File: src/rtl/loop_counter_if.sv
// Handshake/data bundle between a loop controller (master) and loop_counter (slave).
interface loop_counter_if #(
  parameter int unsigned WIDTH = 4
);
  logic             start;
  logic [WIDTH-1:0] init_val;
  logic [WIDTH-1:0] limit;
  logic             pause;
  logic [WIDTH-1:0] count;
  logic             busy;
  logic             done;
  logic             wrap;

  modport master (
    output start, init_val, limit, pause,
    input  count, busy, done, wrap
  );

  modport slave (
    input  start, init_val, limit, pause,
    output count, busy, done, wrap
  );
endinterface

File: src/rtl/loop_counter.sv
// Loop counter stage: holds the count, feeds it through a +1 incrementer and
// writes the result back until the captured limit is reached.
// Optional macro LOOP_COUNTER_AUTORELOAD_EN: a start seen in DONE begins the next
// loop directly, leaving one dead cycle between back-to-back loops.
module loop_counter #(
  parameter int unsigned WIDTH = 4
) (
  input logic           clk,
  input logic           rst_n,
  loop_counter_if.slave bus
);

  typedef enum logic [1:0] {StIdle, StRun, StPause, StDone} state_e;

  state_e           state_q, state_d;
  logic [WIDTH-1:0] count_q, count_d;
  logic [WIDTH-1:0] limit_q, limit_d;
  logic             wrap_q, wrap_d;

  logic [WIDTH:0]   inc_sum;
  logic             inc_carry;
  logic             accept;

  // Incrementer datapath: X = count, S = low bits, carry-out marks the wrap
  always_comb begin
    inc_sum   = {1'b0, count_q} + {{WIDTH{1'b0}}, 1'b1};
    inc_carry = inc_sum[WIDTH];
  end

  // A new loop may be accepted in IDLE (and in DONE when autoreload is built in)
  always_comb begin
`ifdef LOOP_COUNTER_AUTORELOAD_EN
    accept = bus.start && ((state_q == StIdle) || (state_q == StDone));
`else
    accept = bus.start && (state_q == StIdle);
`endif
  end

  // Next-state and datapath next values
  always_comb begin
    state_d = state_q;
    count_d = count_q;
    limit_d = limit_q;
    wrap_d  = wrap_q;
    unique case (state_q)
      StIdle: begin
        if (bus.start) state_d = StRun;
      end
      StRun: begin
        // Terminal-count check wins over pause
        if (count_q == limit_q) begin
          state_d = StDone;
        end else if (bus.pause) begin
          state_d = StPause;
        end else begin
          count_d = inc_sum[WIDTH-1:0];
          if (inc_carry) wrap_d = 1'b1;
        end
      end
      StPause: begin
        // Return cycle does not increment
        if (!bus.pause) state_d = StRun;
      end
      StDone: begin
        state_d = accept ? StRun : StIdle;
      end
      default: state_d = StIdle;
    endcase
    if (accept) begin
      count_d = bus.init_val;
      limit_d = bus.limit;
      wrap_d  = 1'b0;
    end
  end

  // State and datapath registers
  always_ff @(posedge clk or negedge rst_n) begin
    if (!rst_n) begin
      state_q <= StIdle;
      count_q <= '0;
      limit_q <= '0;
      wrap_q  <= 1'b0;
    end else begin
      state_q <= state_d;
      count_q <= count_d;
      limit_q <= limit_d;
      wrap_q  <= wrap_d;
    end
  end

  // Outputs decoded from registered state
  always_comb begin
    bus.count = count_q;
    bus.busy  = (state_q == StRun) || (state_q == StPause);
    bus.done  = (state_q == StDone);
    bus.wrap  = wrap_q;
  end

endmodule

File: src/flat_wrapper.sv
// flat-port wrapper written by rule: the top's interface ports become plain ports
module loop_counter_flat 
#(
  parameter int unsigned WIDTH = 4
)
  (clk, rst_n, bus_start, bus_init_val, bus_limit, bus_pause, bus_count, bus_busy, bus_done, bus_wrap);
  loop_counter_if #(.WIDTH(WIDTH)) bus_i ();
  input logic clk;
  input logic rst_n;
  input wire logic [$bits(bus_i.start)-1:0] bus_start;
  input wire logic [$bits(bus_i.init_val)-1:0] bus_init_val;
  input wire logic [$bits(bus_i.limit)-1:0] bus_limit;
  input wire logic [$bits(bus_i.pause)-1:0] bus_pause;
  output wire logic [$bits(bus_i.count)-1:0] bus_count;
  output wire logic [$bits(bus_i.busy)-1:0] bus_busy;
  output wire logic [$bits(bus_i.done)-1:0] bus_done;
  output wire logic [$bits(bus_i.wrap)-1:0] bus_wrap;
  assign bus_i.start = bus_start;
  assign bus_i.init_val = bus_init_val;
  assign bus_i.limit = bus_limit;
  assign bus_i.pause = bus_pause;
  assign bus_count = bus_i.count;
  assign bus_busy = bus_i.busy;
  assign bus_done = bus_i.done;
  assign bus_wrap = bus_i.wrap;
  loop_counter #(.WIDTH(WIDTH)) u_core (.clk(clk), .rst_n(rst_n), .bus(bus_i));
endmodule
File: config.mk
export PLATFORM = sky130hd
export DESIGN_NAME = loop_counter_flat
export DESIGN_NICKNAME = d
export VERILOG_FILES = /design/src/rtl/loop_counter_if.sv /design/src/rtl/loop_counter.sv /design/src/flat_wrapper.sv
export SDC_FILE = /design/constraint.sdc
export NUM_CORES = 1
export LEC_CHECK = 0
export ABC_AREA = 1
export CORE_UTILIZATION = 46
export DETAILED_ROUTE_END_ITERATION = 16
export GPL_TIMING_DRIVEN = 0
export HOLD_SLACK_MARGIN = 0.15
export PLACE_DENSITY = 0.76
export SLEW_MARGIN = 10
export SYNTH_ARGS = -nofsm -noshare
export SYNTH_HDL_FRONTEND = slang
export SYNTH_SLANG_ARGS = --single-unit
File: constraint.sdc
create_clock -name clk -period 1.5 [get_ports clk]
set_input_delay 0.15 -clock clk [delete_from_list [all_inputs] [get_ports clk]]
set_output_delay 0.15 -clock clk [all_outputs]
set_load 0.005 [all_outputs]
---- Word-level counts from Yosys, hierarchy flattened ----
Index checks and enable logic that the tools add are counted.
storage, ports and cells
  flip-flop bits (word level) ............. 11
  logic and storage cells ................. 37
  output and inout port bits .............. 7
  bits of input ports ..................... 12
operators by class
  reductions and logical operators ........ 8
  add/sub/neg operators ................... 1
  eq/ne operators ......................... 9
  muxes and demuxes ....................... 15
operator list
  kind                 count
  $mux 4               4
  $mux 2               4
  $pmux 2 s4           1
  $mux 1               6
  $reduce_and 3->1     2
  $add 4x1->5 const B  1
  $eq 2x2->1 const B   2
  $eq 4x4->1           1
  $ne 2x1->1 const B   2
  $ne 2x2->1 const B   2
  $reduce_and 4->1     1
  $reduce_bool 2->1    2
  $ne 3x2->1 const B   1
  $eq 2x1->1 const B   1
  $logic_not 2->1      1
  $logic_and 1x1->1    1
  $logic_or 1x1->1     1

---- Depth between registers and ports, before layout ----
Gate-level depths: netlist (run 1).
  depth in word-level cells ............... 6
  depth in mapped cells ................... 9
  depth with buffers taken out ............ 9

---- Least setup slack after synthesis (run 1) ----
Ideal clock, no wire load.
  path type ............................... register to register
  start point ............................. reg u_core.state_q[0]
  end point ............................... reg u_core.count_q[0], in the netlist u_core.bus.count[0]
  path buffers ............................ 1
  period minus slack after synthesis ...... 1.328 ns
  stages on the path, launching flop included .. 8
  path slack .............................. 0.172 ns
  data required time ...................... 1.375 ns
  library setup time ...................... 0.125 ns
  data arrival time ....................... 1.204 ns
  path through ............................ dfrtp_1 > inv_1 > ha_1 > nand2_2 > inv_1 > buf_2 > nand2_1 > nand3_1
between the ends
  cells in the longest elaborated chain, start to end .. 4
  elaborated cells between the ends (all ways) .. 8
  those cells by class .................... 3 x eq/ne; 1 x mux; 4 x reduce/logical
ends and longest elaborated chain
  element                                                    RTL line            text
  from (decl)                                                loop_counter.sv:15  state_e state_q, state_d;
  from (signal assigned)                                     loop_counter.sv:79  state_q <= StIdle;
  from (signal assigned)                                     loop_counter.sv:84  state_q <= state_d;
  $logic_not 2->1                                            loop_counter.sv:35  accept = bus.start && (state_q == StIdle);
  $logic_and 1x1->1                                          loop_counter.sv:35
  $ne 2x1->1 (no line) or $reduce_bool 2->1 (tied branches)  n/a
  $reduce_and 3->1 (no line)                                 n/a
  to (signal assigned)                                       loop_counter.sv:85  count_q <= count_d;
  to (decl)                                                  loop_counter.sv:16  logic [WIDTH-1:0] count_q, count_d;
Several ways; a longest one is shown, not always the timed one.
A chain may end at the register's enable or synchronous reset.

---- Final worst setup path (run 1) ----
  start point ............................. reg u_core.state_q[0]
  end point ............................... out bus_done
between the ends
  cells in the longest elaborated chain, start to end .. 1
ends and longest elaborated chain
  element     RTL line            text
  $eq 2x2->1  loop_counter.sv:95  bus.done = (state_q == StDone);
  to (decl)   flat_wrapper.sv:16  output wire logic [$bits(bus_i.done)-1:0] bus_done;
Every way passes these cells.

==> flow_metrics.py, run 1 <==
metrics = {
    "worst_setup_path": {
        "r2r_slack_ps": 130,
        "crit_chain": "buf_4 > ha_2 > dlygate4sd2_1",
        "cp-end-kind": "output pin",
        "worstPathRequired_ps": 1350,
        "cp-start-kind": "register",
        "cp.arrival_ps": 1270,
        "cp_slowest_cell": "dfrtp_1",
        "rr_worst_depth": 7,
        "crit_end": "bus_done",
        "reg2reg_to": "u_core.limit_q[2]",
        "critPathMaxStageDelay_ps": 400,
        "path_max_fanout": 3,
        "critical_path_class": "reg -> out",
        "startpoint": "u_core.state_q[0]",
        "r2r-start": "u_core.state_q[0]",
    },
    "power_and_ir_drop": {
        "p_leak_uw": 0.000518,
        "switching_share_pct": 44.0,
        "power_frac_clock_pct": 11.1,
        "internal_power_uw": 1070,
        "vdd_drop_max_v": 0.00108,
        "p_sw_uw": 842,
        "pwr-share-seq_pct": 29.3,
        "p_per_area_nw_per_um2": 1890,
        "pwr-share-comb_pct": 59.6,
    },
    "yosys": {
        "syn_area_per_cell_sq_um": 7.27,
        "ys_seq_area_share_pct": 37.9,
        "yosysTopAreaCell": "dfrtp_1",
        "synthTopCellsByCount": "nand2_1, inv_1, dfrtp_1, nand3_1, o21ai_0",
        "synth.most_common_cell": "nand2_1",
        "ys_ff_latch": 11,
        "ys_top_cells_by_area": "dfrtp_1, nand2_1, ha_1",
        "synthFlopType": "dfrtp_1",
        "yosysTopAreaCellShare_pct": 37.9,
        "async_flop_share_pct": 100,
        "synth.net_count": 118,
        "syn_inst": 100,
        "ys_types": 17,
        "synth_area_sq_um": 727,
        "synth_warnings": 0,
        "synth_edf_count": 0,
    },
    "routing": {
        "first_pass_iters": 4,
        "viasPerCell": 4.95,
        "finalWirelength_um": 1580,
        "routedWlPerCell_um": 11.1,
        "drtAntennaViolNets": 0,
        "via_count": 703,
        "drc": 0,
        "drt_iter0_drc": 19,
    },
    "placed_design": {
        "dp.cells": 133,
        "hpwl_um": 1100,
        "gp_congestion": 0.782,
        "io_buffers": 18,
    },
    "flow_run": {
        "max_cap_violations": 0,
    },
    "global_route": {
        "track_usage_pct": 20.8,
        "grt_pass1_wl_um": 2770,
        "grt_pass1_vias": 641,
        "antenna_found_initial": 0,
        "grt_overflow_total": 0,
        "grt_max_degree": 12,
    },
    "clocking": {
        "clk_latency_ps": 280,
        "cts_buffers": 3,
        "cts_root_buf": "clkbuf_4",
        "holdBufCountCts": 0,
        "cts_tree": "done",
        "clockBufferDepth": 2,
        "cts_sinks": 11,
        "clkTransAtPathRegs_ps": 80,
        "cts_htree_levels": 1,
    },
    "final_layout": {
        "diodes": 0,
        "drive_gt1_share_pct": 18.9,
        "areaGrowthSynthToFinish_pct": 39.1,
        "fillerInstances": 115,
        "nets": 146,
        "instances_no_fill": 142,
    },
    "floorplan": {
        "fp.dieArea_sq_um": 1740,
        "die_y_um": 41.8,
        "pin_count": 19,
        "rows": 13,
        "die_w_um": 41.8,
        "coreArea_sq_um": 1380,
        "initial_core_util_pct": 52.6,
    },
    "sta": {
        "max_freq_ghz": 0.704,
        "period_share_pct": 94.6,
        "tns_ps": 0,
        "fin_worst_skew_ps": 6.77,
        "tightest_slew_ps": 524,
        "rsz0062_at_grt": "no",
        "holdWs_ps": 214,
        "finalHoldViolations": 0,
        "slew_headroom_pct": 65.0,
        "finalSetupViolations": 0,
        "period_needed_ps": 1420,
        "slew_violations": 0,
    },
    "hold_path": {
        "hp-class": "in -> async",
    },
    "outcome": {
        "status": "finished clean",
    },
}
-- worst max-delay path: cells and delay by family, from the launching register on --
family | cells | cell delay (ps)
buffers and inverters | 2 | 410
adder cells (fa/ha/maj) | 1 | 190
flip-flops | 1 | 400
-- cells by family (layout without fill, tap and decap cells) --
group	Yosys count	after routing	synth area share [%]
and+or+nand+nor	55	55	33.7
buffers and inverters	16	43	8.43
DFF	11	11	37.9
adders and majority gates	6	6	10.3
xor gates and xnor gates	2	2	2.41
AOI/OAI and AO/OA	10	10	7.23
-- registers in the layout, summed over array words and instances (netlist names) --
name and count:
u_core.bus.count 4, u_core.bus.wrap 1, u_core.limit_q 4, u_core.state_q 2
-- routing by layer --
metal,vias to the layer above,GRT usage (%),share of wire [%]
met1,319,25.6,46
met2,16,35.6,49
met3,2,3.91,4.0
met4,0,7.74,1.3
met5,-,0,0
li1,366,-,-
-- layout make-up --
cell class                 count  area (sq um)  share of cell area, %
buffer                         1          11.3                   1.11
timing repair buffer          23           211                   20.9
clock buffer                   4          26.3                   2.60
inverter                      15          58.8                   5.82
sequential                    11           277                   27.4
multi-input combinational     73           408                   40.3
tap                           15          18.8                   1.86
-- repair_timing --
item,4_1_cts,5_1_grt
endpoints found under the setup margin,7,12
buffers inserted,5,0
gates resized for setup,7,8
gates cloned,0,0
-- power by group through the flow --
stage | Combinational (uW) | Sequential, uW | Clock [uW]
2_1_floorplan | 682 | 547 | 0
3_3_place_gp | 970 | 573 | 0
3_5_place_dp | 1000 | 578 | 0
4_1_cts | 1120 | 556 | 218
5_1_grt | 1300 | 578 | 232
6_report | 1140 | 561 | 213
-- layout by cell type, fill, tap and decap left out, types with 2 or more instances in the layout --
master / n
inv_2: 2
nor2_2: 2
nor2_1: 2
a21oi_1: 2
clkbuf_4: 3
nand2_2: 2
buf_4: 5
nand2_1: 36
nand3_1: 9
inv_1: 12
nand2_4: 3
o21ai_0: 7
ha_1: 4
dfrtp_1: 10
ha_2: 2
clkdlybuf4s50_1: 16
-- stage by stage --
| stage | instance area [sq um] | util [%] | power [uW] | worst slack, ps |
|---|---|---|---|---|
| after floorplan | 727 | - | 1230 | 172 |
| after global placement | 926 | 67.0 | 1540 | 23.3 |
| after detailed placement | 926 | 67.0 | 1580 | -14.4 |
| after CTS | 998 | 72.2 | 1890 | 26.0 |
| after global routing | 1010 | 73.1 | 2110 | 6.25 |
| final | 1010 | 73.1 | 1910 | 80.5 |
-- worst min path at each step --
stage	start	end	slack, ps	cells past startpoint
finish	rst_n	u_core.bus.count[0]	210	1
global route	rst_n	u_core.bus.count[0]	270	1
CTS	rst_n	u_core.limit_q[0]	230	1
detailed placement	u_core.bus.wrap	u_core.bus.wrap	510	2
global placement	u_core.bus.wrap	u_core.bus.wrap	510	2
floorplan	rst_n	u_core.bus.count[0]	-150	0
No activity file was read; power rests on OpenSTA's default activity.
==> inputs of run 2 (changes only) <==
--- a/config.mk
+++ b/config.mk
@@ -11,6 +11,7 @@
 export GPL_TIMING_DRIVEN = 0
 export HOLD_SLACK_MARGIN = 0.15
 export PLACE_DENSITY = 0.76
+export SETUP_SLACK_MARGIN = 0.5
 export SLEW_MARGIN = 10
 export SYNTH_ARGS = -nofsm -noshare
 export SYNTH_HDL_FRONTEND = slang
==> run 2 against run 1 <==
Against the previous run:
- the flow now stops in global routing (5_1_grt)
- synthesized cell count unchanged
- area after synthesis unchanged
==> flow_metrics.py, run 2 <==
metrics = {
    "global_route": {
        "grt_max_degree": 12,
        "antenna_found_initial": 0,
    },
    "outcome": {
        "status": "did not finish",
        "haltStage": "global routing (5_1_grt)",
        "firstError": "[ERROR DPL-0033] detailed placement checks failed during check placement.",
    },
    "clocking": {
        "clockBufferDepth": 2,
        "cts_buffers": 3,
        "holdBufCountCts": 0,
        "cts_root_buf": "clkbuf_4",
        "cts_sinks": 11,
        "cts_htree_levels": 1,
    },
    "yosys": {
        "synthFlopType": "dfrtp_1",
        "syn_inst": 100,
        "synth-xor-area-share_pct": 2.41,
        "async_flop_share_pct": 100,
        "synth_area_sq_um": 727,
        "ys_types": 17,
        "synth_simple_gate_area_share_pct": 33.7,
        "ys_seq_area_share_pct": 37.9,
        "yosysTopAreaCellShare_pct": 37.9,
        "synth.most_common_cell": "nand2_1",
        "synthTopCellsByCount": "nand2_1, inv_1, dfrtp_1, nand3_1, o21ai_0",
        "synth_mux_area_share_pct": 0,
        "synthAdderAreaFrac_pct": 10.3,
        "synth_edf_count": 0,
        "synth_warnings": 0,
        "syn_area_per_cell_sq_um": 7.27,
        "synth_top_family_by_area": "simple AND/OR/NAND/NOR gates",
        "ys_ff_latch": 11,
        "synth.net_count": 118,
        "synth_compound_area_share_pct": 7.23,
        "yosysTopAreaCell": "dfrtp_1",
        "ys_top_cells_by_area": "dfrtp_1, nand2_1, ha_1",
    },
    "floorplan": {
        "rows": 13,
        "initial_core_util_pct": 52.6,
        "die_w_um": 41.8,
        "die_y_um": 41.8,
        "pin_count": 19,
    },
    "sta": {
        "postGrtWorstEndpoint": "u_core.state_q[1]$_DFFE_PN0P_/D",
        "endpoint_type": "sequential cell input",
    },
    "placed_design": {
        "hpwl_um": 1160,
        "io_buffers": 18,
        "gp_congestion": 0.754,
    },
}
[run 2: per-stage QoR]
step	worst slack [ps]	hold WS, ps	utilization (%)	instances	cell area [sq um]
CTS	137	211	89.1	157	1230
detailed placement	124	521	72.0	133	996
floorplan	332	-146	-	100	797
global placement	126	502	72.0	133	996
[run 2: cells by family after synthesis]
group | count (synthesis)
flip-flops | 11
AND/OR/NAND/NOR | 55
XOR/XNOR | 2
AO/OA/AOI/OAI | 10
buffers and inverters | 16
adder cells (fa/ha/maj) | 6
[run 2: repair_timing]
item                                    4_1_cts
resized for setup                            52
buffers inserted                             19
gates cloned                                  1
pin swaps                                     6
endpoints found under the setup margin       18
==> inputs of run 3 (changes only) <==
--- a/config.mk
+++ b/config.mk
@@ -6,12 +6,11 @@
 export NUM_CORES = 1
 export LEC_CHECK = 0
 export ABC_AREA = 1
-export CORE_UTILIZATION = 46
+export CORE_AREA = 2 2 63 65
 export DETAILED_ROUTE_END_ITERATION = 16
+export DIE_AREA = 0 0 65 67
 export GPL_TIMING_DRIVEN = 0
-export HOLD_SLACK_MARGIN = 0.15
-export PLACE_DENSITY = 0.76
-export SETUP_SLACK_MARGIN = 0.5
+export PLACE_DENSITY_LB_ADDON = 0.15
 export SLEW_MARGIN = 10
 export SYNTH_ARGS = -nofsm -noshare
 export SYNTH_HDL_FRONTEND = slang
==> run 3 against run 2 <==
Against the previous run:
- the run now ends clean
==> flow_metrics.py, run 3 (synthesis results as in run 1) <==
metrics = {
    "routing": {
        "finalWirelength_um": 1700,
        "drc": 0,
        "first_pass_iters": 4,
        "drt_iter0_drc": 10,
        "via_count": 680,
        "drtAntennaViolNets": 0,
        "viasPerCell": 3.93,
        "routedWlPerCell_um": 9.80,
    },
    "power_and_ir_drop": {
        "p_leak_uw": 0.000519,
        "p_per_area_nw_per_um2": 1840,
        "vdd_drop_max_v": 0.000406,
    },
    "final_layout": {
        "fin_area_sq_um": 1050,
        "diodes": 0,
        "drive_gt1_share_pct": 15.2,
        "nets": 144,
        "fin_util_pct": 29.3,
        "fillerInstances": 408,
        "areaGrowthSynthToFinish_pct": 45.1,
        "final_cell_mix": "nand2_1, clkdlybuf4s50_1, inv_1",
        "final_common_cell": "nand2_1",
    },
    "worst_setup_path": {
        "worstPathRequired_ps": 1350,
        "path_max_fanout": 7,
        "critPathMaxStageDelay_ps": 550,
        "crit_chain": "clkdlybuf4s50_1",
        "cp-start-kind": "register",
        "critPathTopFamily": "buffers and inverters",
        "cp-end-kind": "output pin",
        "cp_slowest_cell": "clkdlybuf4s50_1",
        "critical_path_class": "reg -> out",
        "cp.arrival_ps": 1270,
        "cp.buffers_inverters": 1,
    },
    "global_route": {
        "track_usage_pct": 9.02,
        "grt_max_degree": 12,
        "grt_pass1_wl_um": 2930,
        "grt_pass1_vias": 661,
        "grt_overflow_total": 0,
        "antenna_found_initial": 0,
    },
    "sta": {
        "tightest_slew_ps": 541,
        "period_needed_ps": 1420,
        "finalHoldViolations": 0,
        "slew_headroom_pct": 63.8,
        "period_share_pct": 94.6,
        "max_freq_ghz": 0.704,
        "slew_violations": 0,
        "finalSetupViolations": 0,
        "postLayoutSetupSlackWorst_ps": 80.4,
        "holdWs_ps": 271,
        "fin_worst_skew_ps": 3.03,
    },
    "clocking": {
        "clkTransAtPathRegs_ps": 50,
        "cts_sinks": 11,
        "cts_root_buf": "clkbuf_8",
        "clockBufferDepth": 2,
        "cts_buffers": 3,
        "clk_latency_ps": 230,
        "cts_htree_levels": 1,
        "cts_tree": "done",
    },
    "floorplan": {
        "initial_core_util_pct": 20.2,
        "coreArea_sq_um": 3610,
        "pin_count": 19,
        "die_y_um": 67,
        "fp.dieArea_sq_um": 4360,
        "die_w_um": 65,
        "rows": 22,
    },
    "outcome": {
        "status": "finished clean",
    },
    "placed_design": {
        "preCtsSetupSlack_ps": -33.7,
        "io_buffers": 18,
        "hpwl_um": 1320,
        "place_area_sq_um": 967,
        "gp_congestion": 0.741,
    },
    "flow_run": {
        "max_cap_violations": 0,
    },
    "hold_path": {
        "hp-class": "in -> async",
    },
}
-- run 3: cell type report --
type | instances | area (sq um) | share of cell area (%)
buffer | 1 | 7.51 | 0.712
inverter | 15 | 56.3 | 5.34
timing repair buffer | 21 | 200 | 19.0
clock buffer | 4 | 45.0 | 4.27
tap | 48 | 60.1 | 5.69
multi-input combinational | 73 | 410 | 38.9
sequential | 11 | 275 | 26.1
-- run 3: path summary, 6_finish.rpt --
| path | start | end | slack, ps | cells after the start |
|---|---|---|---|---|
| min reg2reg | u_core.bus.wrap | u_core.bus.wrap | 520 | 2 |
| max | u_core.bus.count[2] | bus_count[2] | 80 | 1 |
| max reg2reg | u_core.state_q[1] | u_core.state_q[0] | 110 | 8 |
| max in group asynchronous | rst_n | u_core.limit_q[3] | 870 | 1 |
| min | rst_n | u_core.state_q[1] | 270 | 1 |
| min in group clk | bus_limit[2] | u_core.limit_q[2] | 480 | 3 |
-- run 3: where the power goes --
| part | switching [uW] | internal [uW] |
|---|---|---|
| Clock | 109 | 186 |
| Sequential | 137 | 429 |
| Combinational | 576 | 501 |
-- run 3: timing repair --
action | CTS | global route
endpoints found under the setup margin | 7 | 11
hold buffers | 0 | 0
pin swaps | 0 | 0
setup buffers | 3 | 0
resized for setup | 3 | 7
-- run 3: per-layer routing --
| layer | up-vias | share of wire, % | track usage [%] |
|---|---|---|---|
| li1 | 361 | - | - |
| met1 | 307 | 45 | 10.2 |
| met2 | 10 | 50 | 15.7 |
| met3 | 2 | 3.8 | 2.03 |
| met4 | 0 | 1.9 | 4.79 |
| met5 | - | 0 | 0 |
-- run 3: per-stage QoR --
step / setup TNS [ps] / power, uW / cells
2_1_floorplan: 0 / 1230 / 100
3_3_place_gp: -21.9 / 1590 / 166
3_5_place_dp: -137 / 1600 / 166
4_1_cts: -11.1 / 1940 / 173
5_1_grt: -2.97 / 2150 / 173
6_report: 0 / 1940 / 173
